--- config.mk ---
export PLATFORM = sky130hd
export DESIGN_NAME = qspi_flash_ctrl
export DESIGN_NICKNAME = d
export VERILOG_FILES = /design/src/rtl/qspi_flash_ctrl.sv
export SDC_FILE = /design/constraint.sdc
export NUM_CORES = 1
export LEC_CHECK = 0
export ABC_AREA = 1
export CORE_ASPECT_RATIO = 1.2
export CORE_MARGIN = 5
export CORE_UTILIZATION = 40
export DETAILED_ROUTE_END_ITERATION = 8
export DONT_BUFFER_PORTS = 1
export PLACE_DENSITY_LB_ADDON = 0.2
export SLEW_MARGIN = 40
export SYNTH_ARGS = -nofsm -noshare
export SYNTH_HDL_FRONTEND = slang
export SYNTH_SLANG_ARGS = --single-unit
--- constraint.sdc ---
create_clock -name clk -period 5.3 [get_ports clk]
set_input_delay 0.795 -clock clk [delete_from_list [all_inputs] [get_ports clk]]
set_output_delay 0.795 -clock clk [all_outputs]
set_load 0.02 [all_outputs]
--- src/rtl/qspi_flash_ctrl.sv ---
// Read-only quad-SPI flash controller: each mem_rstrb becomes a Quad Output Fast Read (0x6B).
// Define QSPI_CONT_READ_EN to keep CS low after a read and stream the next sequential word without CMD/ADDR.
module qspi_flash_ctrl #(
  parameter int ADDR_WIDTH   = 24,
  parameter int DESEL_CYCLES = 2
) (
  input  logic                  clk,
  input  logic                  reset,
  input  logic [ADDR_WIDTH-1:0] mem_addr,
  input  logic                  mem_rstrb,
  output logic [31:0]           mem_rdata,
  output logic                  mem_rbusy,
  output logic                  spi_clk,
  output logic                  spi_cs_n,
  output logic [3:0]            spi_io_out,
  output logic [3:0]            spi_io_oe,
  input  logic [3:0]            spi_io_in
);
  localparam logic [2:0] S_IDLE  = 3'd0;
  localparam logic [2:0] S_DESEL = 3'd1;
  localparam logic [2:0] S_CMD   = 3'd2;
  localparam logic [2:0] S_ADDR  = 3'd3;
  localparam logic [2:0] S_DUMMY = 3'd4;
  localparam logic [2:0] S_DATA  = 3'd5;
`ifdef QSPI_CONT_READ_EN
  localparam logic [2:0] S_HOLD  = 3'd6;
`endif
  localparam int CNT_W = (DESEL_CYCLES > 48) ? $clog2(DESEL_CYCLES) + 1 : 6;
  localparam logic [CNT_W-1:0] DESEL_LAST = CNT_W'(DESEL_CYCLES - 1);

  // Nibbles arrive byte0-high first; the flash byte at +0 belongs in bits [7:0].
  function automatic logic [31:0] le_word(input logic [31:0] nibs);
    return {nibs[7:0], nibs[15:8], nibs[23:16], nibs[31:24]};
  endfunction

  logic [2:0]            state_q, state_d;
  logic [CNT_W-1:0]      cnt_q, cnt_d;
  logic [ADDR_WIDTH-1:0] addr_q, addr_d;
  logic [31:0]           shift_q, shift_d;
  logic [27:0]           nib_q, nib_d;
  logic [31:0]           rdata_q, rdata_d;
  logic                  rbusy_q, rbusy_d;
  logic                  sck_q, sck_d;
  logic                  cs_n_q, cs_n_d;
  logic [3:0]            io_out_q, io_out_d;
  logic [3:0]            io_oe_q, io_oe_d;
  logic [ADDR_WIDTH-1:0] word_addr_s;
  logic [23:0]           addr24_s;
  logic [31:0]           word_s;
  logic                  active_s;
  logic                  drive_s;
`ifdef QSPI_CONT_READ_EN
  logic [ADDR_WIDTH-1:0] next_addr_q, next_addr_d;
`endif

  assign word_addr_s = mem_addr & ~ADDR_WIDTH'(3);
  assign addr24_s    = 24'(addr_q);
  assign word_s      = {nib_q, spi_io_in};

  // cnt_q counts clk cycles inside a state; its LSB is the SCK phase.
  always_comb begin
    state_d  = state_q;
    cnt_d    = cnt_q + CNT_W'(1);
    addr_d   = addr_q;
    shift_d  = shift_q;
    nib_d    = nib_q;
    rdata_d  = rdata_q;
    rbusy_d  = rbusy_q;
`ifdef QSPI_CONT_READ_EN
    next_addr_d = next_addr_q;
`endif
    case (state_q)
      S_IDLE: begin
        cnt_d = '0;
        if (mem_rstrb) begin
          addr_d  = word_addr_s;
          rbusy_d = 1'b1;
          state_d = S_DESEL;
        end else begin
          state_d = S_IDLE;
        end
      end
      S_DESEL: begin
        if (cnt_q == DESEL_LAST) begin
          state_d = S_CMD;
          cnt_d   = '0;
          shift_d = {8'h6B, addr24_s};
        end else begin
          state_d = S_DESEL;
        end
      end
      S_CMD, S_ADDR: begin
        if (cnt_q[0]) begin
          shift_d = {shift_q[30:0], 1'b0};
        end else begin
          shift_d = shift_q;
        end
        if (state_q == S_CMD && cnt_q == CNT_W'(15)) begin
          state_d = S_ADDR;
          cnt_d   = '0;
        end else if (state_q == S_ADDR && cnt_q == CNT_W'(47)) begin
          state_d = S_DUMMY;
          cnt_d   = '0;
        end else begin
          state_d = state_q;
        end
      end
      S_DUMMY: begin
        if (cnt_q == CNT_W'(15)) begin
          state_d = S_DATA;
          cnt_d   = '0;
        end else begin
          state_d = S_DUMMY;
        end
      end
      S_DATA: begin
        if (cnt_q[0]) begin
          nib_d = word_s[27:0];
        end else begin
          nib_d = nib_q;
        end
        if (cnt_q == CNT_W'(15)) begin
          rdata_d = le_word(word_s);
          rbusy_d = 1'b0;
          cnt_d   = '0;
`ifdef QSPI_CONT_READ_EN
          state_d     = S_HOLD;
          next_addr_d = addr_q + ADDR_WIDTH'(4);
`else
          state_d = S_IDLE;
`endif
        end else begin
          state_d = S_DATA;
        end
      end
`ifdef QSPI_CONT_READ_EN
      S_HOLD: begin
        cnt_d = '0;
        if (mem_rstrb) begin
          addr_d  = word_addr_s;
          rbusy_d = 1'b1;
          state_d = (word_addr_s == next_addr_q) ? S_DATA : S_DESEL;
        end else begin
          state_d = S_HOLD;
        end
      end
`endif
      default: begin
        state_d = S_IDLE;
        cnt_d   = '0;
      end
    endcase

    // Pin values are derived from the next state so every SPI output leaves a flop.
    active_s = (state_d == S_CMD) || (state_d == S_ADDR) || (state_d == S_DUMMY) || (state_d == S_DATA);
    drive_s  = (state_d == S_CMD) || (state_d == S_ADDR);
    sck_d    = active_s & cnt_d[0];
`ifdef QSPI_CONT_READ_EN
    cs_n_d   = ~(active_s || (state_d == S_HOLD));
`else
    cs_n_d   = ~active_s;
`endif
    io_oe_d  = drive_s ? 4'b1101 : 4'b0000;
    io_out_d = drive_s ? {3'b110, shift_d[31]} : 4'b0000;
  end

  // State and output registers; reset releases CS immediately.
  always_ff @(posedge clk or posedge reset) begin
    if (reset) begin
      state_q  <= S_IDLE;
      cnt_q    <= '0;
      addr_q   <= '0;
      shift_q  <= 32'h0000_0000;
      nib_q    <= 28'h000_0000;
      rdata_q  <= 32'h0000_0000;
      rbusy_q  <= 1'b0;
      sck_q    <= 1'b0;
      cs_n_q   <= 1'b1;
      io_out_q <= 4'b0000;
      io_oe_q  <= 4'b0000;
`ifdef QSPI_CONT_READ_EN
      next_addr_q <= '0;
`endif
    end else begin
      state_q  <= state_d;
      cnt_q    <= cnt_d;
      addr_q   <= addr_d;
      shift_q  <= shift_d;
      nib_q    <= nib_d;
      rdata_q  <= rdata_d;
      rbusy_q  <= rbusy_d;
      sck_q    <= sck_d;
      cs_n_q   <= cs_n_d;
      io_out_q <= io_out_d;
      io_oe_q  <= io_oe_d;
`ifdef QSPI_CONT_READ_EN
      next_addr_q <= next_addr_d;
`endif
    end
  end

  assign mem_rdata  = rdata_q;
  assign mem_rbusy  = rbusy_q;
  assign spi_clk    = sck_q;
  assign spi_cs_n   = cs_n_q;
  assign spi_io_out = io_out_q;
  assign spi_io_oe  = io_oe_q;
endmodule

After elaboration in Yosys (flattened, before gate mapping)
Index checks and enable logic that the tools add are counted.
{"block": "totals", "output_inout_bits": 43, "ff_bits": 134}
{"block": "classes", "n_mux": 20, "eq_ne": 16, "reduce_logical": 15, "bitwise_logic": 2, "add_sub_neg": 1}
{"op": "$mux 32", "count": 2}
{"op": "$pmux 32 s2", "count": 1}
{"op": "$mux 6", "count": 4}
{"op": "$pmux 6 s3", "count": 1}
{"op": "$pmux 3 s5", "count": 1}
{"op": "$eq 3x2->1 const B", "count": 4}
{"op": "$eq 3x3->1 const B", "count": 4}
{"op": "$mux 3", "count": 3}
{"op": "$mux 4", "count": 2}
{"op": "$ne 2x2->1 const B", "count": 4}
{"op": "$add 6x1->6 const B", "count": 1}
{"op": "$eq 6x1->1 const B", "count": 1}
{"op": "$eq 6x4->1 const B", "count": 1}
{"op": "$eq 6x6->1 const B", "count": 1}
{"op": "$reduce_and 2->1", "count": 3}
{"op": "$reduce_and 3->1", "count": 2}
{"op": "$mux 1", "count": 4}
{"op": "$reduce_bool 2->1", "count": 2}
{"op": "$reduce_or 2->1", "count": 2}
{"op": "$eq 3x1->1 const B", "count": 1}
{"op": "$logic_not 3->1", "count": 1}
{"op": "$logic_or 1x1->1", "count": 3}
{"op": "$logic_and 1x1->1", "count": 2}
{"op": "$mux 2", "count": 1}
{"op": "3 further kinds", "count": 3}

Logic depth before layout (Yosys ltp)
Gate-level depths: netlist of run 1.
{"block": "logic_depth", "word_depth": 10, "depth_mapped": 10, "depth_no_buf": 10}

Worst setup path after synthesis of run 1
No wires, ideal clock.
{"block": "synth_path", "path_kind": "reg2reg", "from": "register state_q[2]", "to": "register shift_q[12]", "arrival_ns": 1.493, "setup_time_ns": 0.117, "period_less_slack_ns": 1.610, "required_ns": 5.183, "stages_incl_launch_ff": 8, "setup_slack_ns": 3.690, "path_cell_list": "dfrtp_1 inv_1 ha_1 nand2_1 clkbuf_1 o22ai_1 nand2_2 o21ai_2"}
{"block": "synth_between", "elab_chain_len": 4, "elab_cells_between_ends": 9}
{"item": "from (decl)", "line": "36", "source": "logic [2:0] state_q, state_d;"}
{"item": "from (signal assigned)", "line": "185", "source": "state_q <= state_d;"}
{"item": "$eq 3x2->1", "line": "72", "source": "case (state_q)"}
{"item": "$reduce_or 2->1", "line": "72"}
{"item": "$ne 2x2->1 (no source line) / $reduce_bool 2->1 (equally long branches)"}
{"item": "$reduce_and 3->1 (no source line)"}
{"item": "to (signal assigned)", "line": "188", "source": "shift_q <= shift_d;"}
{"item": "to (decl)", "line": "39", "source": "logic [31:0] shift_q, shift_d;"}
Parallel ways exist; a longest one is shown, timed or not.
A chain may end at the register's enable or synchronous reset.

Worst setup path in the final report of run 1
{"block": "layout_path", "from": "register cnt_q[0]", "to": "register rdata_q[31] (netlist: mem_rdata[31])"}
{"block": "layout_between", "elab_chain_len": 2}
{"item": "from (decl)", "line": "37", "source": "logic [CNT_W-1:0] cnt_q, cnt_d;"}
{"item": "from (signal assigned)", "line": "186", "source": "cnt_q <= cnt_d;"}
{"item": "$eq 6x4->1", "line": "122", "source": "if (cnt_q == CNT_W'(15)) begin"}
{"item": "$reduce_and 2->1 (no source line)"}
{"item": "to (signal assigned)", "line": "190", "source": "rdata_q <= rdata_d;"}
{"item": "to (decl)", "line": "41", "source": "logic [31:0] rdata_q, rdata_d;"}
Every way passes these cells.

==> impl_metrics.toml, run 1 <==
[run_status]
run_status = "finished, final reports clean"

[timing]
setup_violations = 0
fin_ws_ns = 2.92
rsz0062_at_grt = "false"
relSlewSlack = 0.533
finalCritPeriodShare = 0.448
period_minus_slack_ns = 2.38
worst_clock_skew_ns = 0.0147
tns_ns = 0
maxSlewViolCount = 0
max_freq_mhz = 421
worst_pin_slew_ns = 0.701
final_hold_viol_count = 0

[setup_path]
path_cells = "ha_1, nand3_2, nor2_2, inv_1, nor2_4, clkinv_2, o21ai_0"
critical-path-max-stage-delay_ns = 0.56
cp.arrival_ns = 2.69
critPathRequiredTime_ns = 5.61
path_buf_inv = 2
crit_path_start_kind = "flip-flop"
crit_family = "buffers and inverters"
endpoint_kind = "flip-flop"
crit_path_top_delay_cell = "clkinv_2"
worstSetupPathType = "flip-flop to flip-flop"
crit_path_max_fanout = 61

[final_layout]
layout.nets = 619
area_delta_synth_final_pct = 12.0
fillCellCount = 1305
layout.cells.non_filler = 767
n_antenna_cell = 0
layout-drive-gt1-share = 0.166

[global_route]
grt_pass1_vias = 3588
grt_pass1_wl_um = 17000
grt_usage = 0.128
grt_max_degree = 78
grt_overflow_total = 0
grt_antenna_before_repair = 0

[detailed_routing]
drtIter0Drc = 199
dr_total_vias = 3634
route.detailed.drc = 0
vias_per_cell = 4.74
firstDrtPassIters = 5
ant_nets = 0
wl_um = 10000
drt-wirelength-per-cell_um = 13.0

[flow_run]
cap_violations = 0

[power]
p_per_area_nw_per_um2 = 356
cellLeakagePower_nw = 2.99
vdd_ir_drop_max_uv = 198

[clock_network]
h-tree-depth = 4
post_cts_buffers = 0
cts_buffers = 17
post_cts_resized = 0
clock_path_buffers = 2
clk_latency_ns = 0.42
cts_tree = "done"
cts.clk_slew.worst_paths_ns = 0.06
cts_root_buf = "clkbuf_16"
cts.sinks = 127
holdBufCountCts = 0

[floorplanning]
die_h_um = 139
die_area_um2 = 16300
row_count = 47
die_w_um = 118
ios = 74
start_util = 0.405
core_area_um2 = 13700

[synthesis]
synth.cell_area_um2 = 5550
yosysUniqueCellTypes = 37
syn_inst = 592
synth-seq-cells = 127
synth-edff-count = 0
syn_avg_cell_area_um2 = 9.37
async_reset_ff_frac = 1.00
yosys_warnings = 0
ys_seq_area_frac = 0.573
synthFlopType = "dfrtp_1"

[placement]
port_buffers = 0
gp_congestion = 0.833
place_ws_ns = 3.21
dp_hpwl_um = 6340
dp_cells = 735

[worst_hold_path]
hold_path.class = "input port to async pin"
==> Yosys cell counts, drive strengths merged (2+ instances only) <==
| library cell | count | share of area |
|---|---|---|
| nor3 | 3 | 0.0047 |
| nand3b | 2 | 0.0050 |
| nand3 | 9 | 0.0090 |
| nand2 | 150 | 0.11 |
| xor2 | 3 | 0.0047 |
| o21ai | 109 | 0.12 |
| clkinv | 2 | 0.0036 |
| nor2 | 15 | 0.012 |
| dfrtp | 126 | 0.57 |
| ha | 5 | 0.011 |
| inv | 100 | 0.068 |
| buf | 19 | 0.028 |
| a21oi | 6 | 0.0061 |
| o22ai | 23 | 0.028 |
| nand4 | 3 | 0.0061 |
| clkbuf | 12 | 0.0081 |
==> per-stage QoR <==
stage / hold slack, ns / instance area [µm²] / total power [mW] / util
after global placement: 0.452 / 5580 / 1.01 / 0.407
after global routing: 0.415 / 6210 / 2.29 / 0.453
after floorplan: 0.436 / 5550 / 1.00 / -
after detailed placement: 0.466 / 5590 / 1.01 / 0.408
final: 0.334 / 6210 / 2.21 / 0.453
after CTS: 0.375 / 6210 / 2.24 / 0.453
==> final timing paths <==
check / startpoint / to / slack, ns / cells after the start
setup / recovery: cnt_q[0]$_DFF_PP0_ / mem_rdata[31]$_DFFE_PP0P_ / 2.92 / 7
hold / removal: reset / nib_q[25]$_DFFE_PP0P_ / 0.33 / 1
setup reg to reg: cnt_q[0]$_DFF_PP0_ / mem_rdata[31]$_DFFE_PP0P_ / 2.92 / 7
hold reg to reg: shift_q[1]$_DFFE_PP0P_ / shift_q[1]$_DFFE_PP0P_ / 0.47 / 2
max in group asynchronous: reset / spi_io_oe[2]$_DFF_PP0_ / 3.81 / 2
min in group clk: shift_q[1]$_DFFE_PP0P_ / shift_q[1]$_DFFE_PP0P_ / 0.47 / 2
==> kinds of logic after synthesis <==
logic type / synth area share
compound gates: 0.154
xor+xnor: 0.00474
fa+ha+maj: 0.0113
buf+inv: 0.108
flops: 0.573
other cells: 0.000676
simple gates: 0.149
==> layout by cell type, fill, tap and decap left out, types with 2 or more instances in the layout <==
cell type / instances
clkinv_4: 2
inv_2: 2
o22ai_1: 21
nand4_1: 2
bufinv_16: 4
nand2_1: 125
ha_1: 5
conb_1: 2
o21ai_0: 83
nand2_2: 25
nand3_1: 8
o21ai_2: 25
clkinv_2: 4
nor3_1: 2
inv_6: 3
xor2_1: 3
buf_4: 2
a21oi_1: 5
dfrtp_1: 125
inv_1: 96
o22ai_2: 2
nor2_1: 13
clkinvlp_4: 3
clkbuf_1: 2
clkbuf_16: 17
==> layout make-up <==
type	instances	area (µm²)	area share
Multi-Input combinational cell	333	1780	0.286
Timing Repair Buffer	2	15.0	0.00242
Inverter	102	403	0.0649
Clock buffer	19	433	0.0697
Tap cell	171	214	0.0344
Clock inverter	13	188	0.0302
Sequential cell	127	3180	0.512
==> state kept, by name, summed over array words and instances (netlist names) <==
register,cells
mem_rdata,32
shift_q,31
nib_q,28
addr24_s,22
cnt_q,6
state_q,3
mem_rbusy,1
spi_clk,1
spi_cs_n,1
spi_io_oe,1
spi_io_out,1
==> report_power, final <==
part	internal [mW]	total (mW)	switching, mW
registers	0.970	0.970	0
clock network	0.789	1.22	0.431
logic	0.000995	0.0211	0.0201
==> per-layer routing <==
layer | part of all wire | track usage
met5 | 0 | 0
met4 | 0.014 | 0.0580
met3 | 0.054 | 0.0486
met2 | 0.47 | 0.196
met1 | 0.46 | 0.162
No activity file was read; power rests on OpenSTA's default activity.
==> run 2: changes to the inputs <==
clock period = 2 ns   (was 5.3 ns; I/O delays follow)
==> impl_metrics.toml, run 2 (synthesis results as in run 1) <==
[run_status]
run_status = "finished, final reports clean"

[setup_path]
reg2regPathDepth = 6
critPathRequiredTime_ns = 2.34
rr_startpoint = "state_q[1]$_DFF_PP0_"
worstSetupPathType = "flip-flop to flip-flop"
endpoint_kind = "flip-flop"
crit_path_start_kind = "flip-flop"
cp.arrival_ns = 2.13
r2r_setup_slack_ns = 0.20
r2r_end = "shift_q[11]$_DFFE_PP0P_"
crit_path_max_fanout = 14

[timing]
tns_ns = 0
worst_clock_skew_ns = 0.00780
setup_violations = 0
relSlewSlack = 0.541
worst_pin_slew_ns = 0.687
final_hold_viol_count = 0
rsz0062_at_grt = "false"
finalCritPeriodShare = 0.898
period_minus_slack_ns = 1.80
max_freq_mhz = 557
maxSlewViolCount = 0
fin_ws_ns = 0.205

[detailed_routing]
wl_um = 10300
firstDrtPassIters = 4
vias_per_cell = 4.80
drt-wirelength-per-cell_um = 13.0
ant_nets = 0
dr_total_vias = 3784
drtIter0Drc = 242
route.detailed.drc = 0

[placement]
gp_congestion = 0.849
dp_hpwl_um = 6650
place_ws_ns = 0.0345
port_buffers = 0

[clock_network]
clk_latency_ns = 0.41
post_cts_buffers = 0
cts.clk_slew.worst_paths_ns = 0.06
clock_path_buffers = 2
cts_buffers = 17
cts_tree = "done"
cts_root_buf = "clkbuf_16"
h-tree-depth = 4
cts.sinks = 127

[final_layout]
area_delta_synth_final_pct = 15.8
layout-drive-gt1-share = 0.175
multi_input_area_um2 = 1780
layout_common_cells = "nand2_1, dfrtp_1, inv_1, o21ai_0, o21ai_2"
fillCellCount = 1293
largest_reg_flops = 32
layout.nets = 641
final_core_util = 0.469
n_antenna_cell = 0
seq_area_um2 = 3180

[power]
vdd_ir_drop_max_uv = 555
p_per_area_nw_per_um2 = 888
cellLeakagePower_nw = 3.09

[floorplanning]
row_count = 47
die_w_um = 118
start_util = 0.405
die_area_um2 = 16300
ios = 74
core_area_um2 = 13700
die_h_um = 139

[worst_hold_path]
hold_path.class = "input port to flip-flop"
hold_path_depth = 2
hp-start = "mem_addr[4]"
hold_path_end = "addr24_s[4]$_DFFE_PP0P_"

[global_route]
grt_pass1_wl_um = 18200
grt_overflow_total = 0
grt_usage = 0.134
grt_max_degree = 62
grt_pass1_vias = 3758
grt_antenna_before_repair = 0

[flow_run]
cap_violations = 0
[run 2: what timing repair did]
action	CTS	global route
hold buffers	11	0
gates resized for setup	0	2
hold endpoints to repair	34	0
endpoints found under the setup margin	0	33
[run 2: per-stage QoR]
| stage | cells | total power, mW | cell area (µm²) | hold slack [ns] |
|---|---|---|---|---|
| floorplan | 593 | 2.66 | 5560 | 0.421 |
| detailed placement | 746 | 2.69 | 5720 | 0.310 |
| global placement | 746 | 2.69 | 5720 | 0.311 |
| global route | 789 | 5.92 | 6420 | 0.00470 |
| finish | 789 | 5.71 | 6420 | 0.0200 |
| CTS | 789 | 5.79 | 6420 | 0.000101 |
[run 2: where the power goes]
group	switching [mW]	internal, mW	leakage (nW)	total [mW]
combinational	0.0600	0.0272	1.28	0.0872
clock	1.14	1.91	0.279	3.05
sequential	0	2.57	1.52	2.57
[run 2: layout make-up]
cell class              instances  area share
multi-input cells             333       0.276
repair buffers                 24      0.0401
well taps                     171      0.0333
flip-flops and latches        127       0.495
clock inverters                12      0.0210
inverters                     102      0.0629
clock buffers                  20      0.0711
[run 2: per-layer routing]
metal  share of wire  wire length (µm)  vias to the layer above  GRT usage
li1                -                 -                     1890          -
met4           0.023               235                        0     0.0658
met3           0.045               465                       22     0.0420
met1            0.46              4760                     1798      0.173
met5               0                 0                        -          0
met2            0.47              4800                       74      0.205
[run 2: worst max-delay path: stages (launching register included)]
cell	delay, ns
dfrtp_1	0.50
nor3_4	0.34
nand4_4	0.31
buf_4	0.28
o22ai_1	0.16
nand2_2	0.07
o21ai_2	0.06
[run 2: worst max-delay path by stage]
stage / startpoint / depth (start not counted) / end
2_1_floorplan: reset / 1 / addr24_s[10]$_DFFE_PP0P_
3_3_place_gp: cnt_q[0]$_DFF_PP0_ / 7 / mem_rdata[27]$_DFFE_PP0P_
3_5_place_dp: cnt_q[0]$_DFF_PP0_ / 7 / mem_rdata[25]$_DFFE_PP0P_
4_1_cts: cnt_q[0]$_DFF_PP0_ / 7 / mem_rdata[25]$_DFFE_PP0P_
5_1_grt: cnt_q[0]$_DFF_PP0_ / 7 / mem_rdata[25]$_DFFE_PP0P_
6_report: state_q[1]$_DFF_PP0_ / 6 / shift_q[11]$_DFFE_PP0P_
